`src/rtl/dtc_therm_decoder.sv`:
```
// Thermometer-code decoder for the decision-tree classifier output bus.
// Two-stage valid/ready pipeline with code check, error counter and peak tracker.
module dtc_therm_decoder #(
    parameter int W      = 12,
    parameter int LVL_W  = $clog2(W + 1),
    parameter int ERRC_W = 16
) (
    input  logic              clk,
    input  logic              rst,
    input  logic              in_valid,
    output logic              in_ready,
    input  logic [W-1:0]      in_therm,
    output logic              out_valid,
    input  logic              out_ready,
    output logic [LVL_W-1:0]  out_level,
    output logic              out_err,
    output logic [ERRC_W-1:0] err_count,
    output logic [LVL_W-1:0]  peak_level,
    input  logic              clear
);

    logic             adv;
    logic             xfer_out;
    logic             s1_valid;
    logic [W-1:0]     s1_therm;
    logic [LVL_W-1:0] s1_level;
    logic             s1_err;
    logic             err_load;

    assign adv      = !out_valid || out_ready;
    assign in_ready = adv;
    assign xfer_out = out_valid && out_ready;

    // Popcount doubles as bubble correction for illegal codes.
    always_comb begin
        s1_level = '0;
        for (int i = 0; i < W; i++) begin
            s1_level = s1_level + LVL_W'(s1_therm[i]);
        end
    end

    // A legal code is 2^k-1: adding one clears every set bit.
    assign s1_err   = |(s1_therm & (s1_therm + W'(1)));
    assign err_load = adv && s1_valid && s1_err;

    always_ff @(posedge clk) begin
        if (rst) begin
            s1_valid <= 1'b0;
            s1_therm <= '0;
        end else if (adv) begin
            s1_valid <= in_valid;
            if (in_valid) begin
                s1_therm <= in_therm;
            end
        end
    end

    always_ff @(posedge clk) begin
        if (rst) begin
            out_valid <= 1'b0;
            out_level <= '0;
            out_err   <= 1'b0;
        end else if (adv) begin
            out_valid <= s1_valid;
            if (s1_valid) begin
                out_level <= s1_level;
                out_err   <= s1_err;
            end
        end
    end

    always_ff @(posedge clk) begin
        if (rst) begin
            err_count <= '0;
        end else if (clear) begin
            err_count <= err_load ? ERRC_W'(1) : '0;
        end else if (err_load && !(&err_count)) begin
            err_count <= err_count + ERRC_W'(1);
        end
    end

    always_ff @(posedge clk) begin
        if (rst) begin
            peak_level <= '0;
        end else if (clear) begin
            peak_level <= xfer_out ? out_level : '0;
        end else if (xfer_out && (out_level > peak_level)) begin
            peak_level <= out_level;
        end
    end

endmodule

```
`config.mk`:
```
export PLATFORM = sky130hd
export DESIGN_NAME = dtc_therm_decoder
export DESIGN_NICKNAME = d
export VERILOG_FILES = /design/src/rtl/dtc_therm_decoder.sv
export SDC_FILE = /design/constraint.sdc
export NUM_CORES = 1
export LEC_CHECK = 0
export BUFFER_PORTS_ARGS = -buffer_cell sky130_fd_sc_hd__buf_2
export CAP_MARGIN = 20
export CORE_MARGIN = 2
export CORE_UTILIZATION = 55
export CTS_BUF_LIST = sky130_fd_sc_hd__clkbuf_16
export DETAILED_ROUTE_END_ITERATION = 12
export PLACE_DENSITY_LB_ADDON = 0.12
export SLEW_MARGIN = 10
export SYNTH_ARGS = -nofsm -noshare
export SYNTH_HDL_FRONTEND = slang
export SYNTH_SLANG_ARGS = --single-unit
```
`constraint.sdc`:
```
create_clock -name clk -period 4.6 [get_ports clk]
set_input_delay 0.46 -clock clk [delete_from_list [all_inputs] [get_ports clk]]
set_output_delay 0.46 -clock clk [all_outputs]
set_load 0.03 [all_outputs]
```
After elaboration in Yosys (flattened, before gate mapping)

Cells that the tools add are included.

Input port bits: 17
Bits in registers: 39

Reductions and logical operators: 14
Bitwise gates (word level): 1
$lt $le $gt $ge: 1
Multiplexer cells: 6
Add/subtract/negate cells: 13

Operators by type and width:

| operator                                                         | number |
|---|---|
| 4-bit by 1-bit adder with 4-bit output                           | 8 |
| 16-bit two-way mux                                               | 2 |
| 16-bit by 1-bit adder with 16-bit output (second input constant) | 1 |
| 16-bit AND reduction                                             | 1 |
| 12-bit by 1-bit adder with 12-bit output (second input constant) | 1 |
| 12-bit AND                                                       | 1 |
| 4-bit two-way mux                                                | 3 |
| 12-bit OR reduction                                              | 1 |
| 1-bit logical AND                                                | 5 |
| 3-bit by 1-bit adder with 4-bit output                           | 1 |
| 4-bit greater-than comparator                                    | 1 |
| 2-bit AND reduction                                              | 2 |
| 2-bit nonzero test                                               | 2 |
| 2-bit by 1-bit adder with 3-bit output                           | 1 |
| 1-bit by 1-bit adder with 2-bit output                           | 1 |
| 1-bit zero test                                                  | 2 |
| 1-bit logical OR                                                 | 1 |
| 1-bit two-way mux                                                | 1 |

Depth between registers and ports, before layout

Depth in word-level cells: 11
Mapped depth: 12
Mapped depth without buffers: 12

Worst setup path before layout

Ideal clock, no wire load.

Path kind: flip-flop to flip-flop
Start: register s1_therm[0]
End: register out_level[2]
Data arrival time: 3209 ps
Setup slack: 1321 ps
Stages on the path, launching flop included: 13
Library setup time: 70 ps
Cells stage by stage: dfxtp_1 > fa_1 > inv_1 > fa_1 > fa_1 > fa_1 > inv_1 > ha_1 > inv_1 > fa_1 > xnor2_1 > nand2_1 > a21oi_1

Longest elaborated chain between the ends: 11

RTL lines:

| item                                                | RTL line | text |
|---|---|---|
| from (decl)                                         | 25       | `logic [W-1:0] s1_therm;` |
| from (signal assigned)                              | 53       | `s1_therm <= in_therm;` |
| 1-bit by 1-bit adder with 2-bit output              | 38       | `s1_level = s1_level + LVL_W'(s1_therm[i]);` |
| 2-bit by 1-bit adder with 3-bit output              | 38       |  |
| 3-bit by 1-bit adder with 4-bit output              | 38       |  |
| 4-bit by 1-bit adder with 4-bit output (8 in a row) | 38       |  |
| to (signal assigned)                                | 66       | `out_level <= s1_level;` |
| to (decl)                                           | 15       | `output logic [LVL_W-1:0] out_level,` |

Every way passes these cells.
A chain may end at the register's enable or synchronous reset.

Worst setup path after layout

Start: register s1_therm[5]
End: register out_level[2]

Longest elaborated chain between the ends: 7

RTL lines:

| item                                                | RTL line |
|---|---|
| 4-bit by 1-bit adder with 4-bit output (7 in a row) | 38 |

Every way passes these cells.

==> results.yml <==
worst_setup_path:
  crit_chain: "inv_1 > fa_1 > fa_1 > fa_1 > fa_1 > inv_1 > ha_1 > inv_1 > fa_1 > xnor2_1 > nand2_1 > a21oi_1"
  cp_top_family: "adder cells"
  critical_path_buf_inv_count: 3
  r2r_cells: 12
  crit_start: "s1_therm[5]"
  critPathLaunchType: "flip-flop"
  worstPathRequired_ns: 4.81
  path_max_fanout: 5
  path_common_cell: "fa_1"
  critical_path_cell_count: 12
  crit_path_end_kind: "flip-flop"
  cp_slowest_cell: "fa_1"
  max_stage_delay_ns: 0.55
  r2r_start: "s1_therm[5]"
  path_class: "reg2reg"
  cp.arrival_ns: 3.65
route:
  wl_per_cell_um: 12.87
  wl_met1_um: 2083
  finalWirelength_um: 4634
  first_iter_violations: 112
  drt_first_pass_iters: 4
  dr_wl_met3_um: 211
  vias_per_cell: 5.586
  vias: 2011
  drc: 0
  routed.top_layer: "met4"
  wl_met2_um: 2274
  ant_nets: 0
power:
  p_per_area_nw_per_um2: 314.9
  netSwitchingFraction_pct: 27.62
  seq_power_share_pct: 44.1
  p_leak_uw: 0.001078
  switching_power_uw: 229.0
  vdd_drop_max_v: 0.0002025
  pwr-share-comb_pct: 17.1
  intPower_uw: 600.2
  power_frac_clock_pct: 38.8
global_routing:
  grt-ovfl-total: 0
  grt_max_degree: 29
  grt_pass1_wl_um: 7576
  grt_pass1_vias: 1721
  grt_usage_pct: 21.87
  antenna_found_initial: 0
cts:
  cts_setup_buffers: 0
  clk_pin_slew_ns: 0.06
  cts-hold-fix-buffers: 0
  clock-root-buffer: "clkbuf_16"
  clock-sinks: 39
  cts_max_level: 2
  clk_latency_ns: 0.28
  clockBufferDepth: 2
  cts_buffers: 5
  cts_tree: "done"
  ctsResizeCount: 0
cells_and_area:
  nNetsFinal: 344
  n_antenna_cell: 0
  fin_util_pct: 65.84
  nFillCells: 341
  finalNonFillerCells: 360
  drive_gt1_share_pct: 19.03
  syn_to_final_growth_pct: 15.22
die:
  placementRows: 23
  core-area_um2: 4000
  start_util_pct: 57.15
  ios: 44
  design.die.area_um2: 4688
  die_h_um: 68.47
  die_x_um: 68.47
worst_hold_path:
  hold_depth: 3
  hp-class: "in2reg"
  hold_path.startpoint: "in_therm[0]"
yosys:
  synth_common_cells: "nand2_1, dfxtp_1, a21oi_1, inv_1"
  yosysTopAreaCell: "dfxtp_1"
  async_reset_ff_share_pct: 0
  ys.warnings.count: 0
  synth.ff_latch_count: 39
  syn-cell-area_um2: 2286
  ys_seq_area_share_pct: 34.15
  synth.distinct_cells: 49
  syn_inst: 271
  synthFlopType: "dfxtp_1"
  yosys-top-cells-area: "dfxtp_1, a21oi_1, nand2_1, fa_1, ha_1"
  synth.most_common_cell: "nand2_1"
  synth-edff-count: 0
  synth_top_area_share_pct: 34.15
  syn-num-nets: 306
  synth.avg_cell_area_um2: 8.435
placement:
  dp.cells: 352
  io_buffers: 43
  gp_congestion: 0.8946
  hpwlAfterDp_um: 3438
flow_run:
  maxCapViolations: 0
timing:
  min_period_over_period_pct: 74.88
  tightestPinTransition_ns: 0.7359
  slew_viol_final: 0
  rsz0062_at_grt: "false"
  max_freq_mhz: 290.3
  setup_viol: 0
  finClkSkew_ns: 0.004851
  slew_headroom_pct: 50.94
  setup_tns_ns: 0
  finalHoldViolCount: 0
  min_period_ns: 3.444
status:
  status: "finished, final reports clean"
-- per-layer routing --
layer | vias up | track usage, %
met5 | - | 0
met4 | 0 | 8.500
met3 | 7 | 6.579
met2 | 44 | 37.86
met1 | 911 | 25.00
li1 | 1049 | -
-- logic make-up (layout without fill, tap and decap cells) --
family,count (synthesis),count (layout),share of synthesized area [%]
xor+xnor,1,1,0.3832
simple gates,105,105,25.34
fa+ha+maj,18,18,12.15
flops,39,39,34.15
buf+inv,36,75,6.896
compound gates,72,72,21.07
-- path summary, 6_finish.rpt --
check | endpoint | slack [ns]
worst max-delay path | out_level[2] | 1.16
worst min-delay path | s1_therm[0] | 0.42
worst max register to register | out_level[2] | 1.16
worst min register to register | out_err | 0.46
-- final cells by class --
cell class	instances	area [um2]	area share (%)
Multi-Input combinational cell	196	1348	51.16
Sequential cell	39	780.7	29.64
Timing Repair Buffer	43	215.2	8.171
Clock buffer	5	125.1	4.751
Inverter	24	90.09	3.420
Tap cell	50	62.56	2.375
Clock inverter	3	12.51	0.4751
-- metrics by stage --
stage          setup slack (ns)  hold slack (ns)  cell area [um2]  total power (uW)
5_1_grt                  0.9256           0.4157             2634             876.0
2_1_floorplan             1.321           0.4475             2286             484.1
4_1_cts                   1.145           0.4093             2634             840.2
3_3_place_gp              1.238           0.4510             2496             510.9
3_5_place_dp              1.159           0.4591             2496             516.5
6_report                  1.156           0.4151             2634             829.3
-- placed cells by master, fill, tap and decap left out, drive strengths merged, types with 2 or more instances in the layout --
cell	instances
and3	5
dfxtp	39
inv	26
nand2	41
o31ai	6
and4	3
o41ai	4
and2	5
or4	5
clkbuf	5
fa	7
nand4	9
ha	11
a21oi	31
nor2	8
or2	3
o211ai	7
nand3	13
or3	9
buf	43
o21ai	12
a211oi	2
-- registers in the layout (all words and copies together), names as in the netlist --
name,cells
out_err,1
err_count,16
out_valid,1
s1_therm,12
out_level,4
peak_level,4
s1_valid,1
-- worst reg2reg max path, stage by stage, from the launching register on --
cell and delay, ns:
dfxtp_1 0.38, inv_1 0.08, fa_1 0.55, fa_1 0.43, fa_1 0.51, fa_1 0.41
inv_1 0.07, ha_1 0.16, inv_1 0.05, fa_1 0.37, xnor2_1 0.14, nand2_1 0.07
a21oi_1 0.16
-- power groups by stage --
stage / sequential, uW / combinational [uW] / clock [uW]
2_1_floorplan: 382 / 102 / 0
3_3_place_gp: 373 / 138 / 0
3_5_place_dp: 373 / 143 / 0
4_1_cts: 366 / 144 / 330
5_1_grt: 368 / 166 / 343
6_report: 366 / 142 / 322
(Power assumes the default switching activity.)
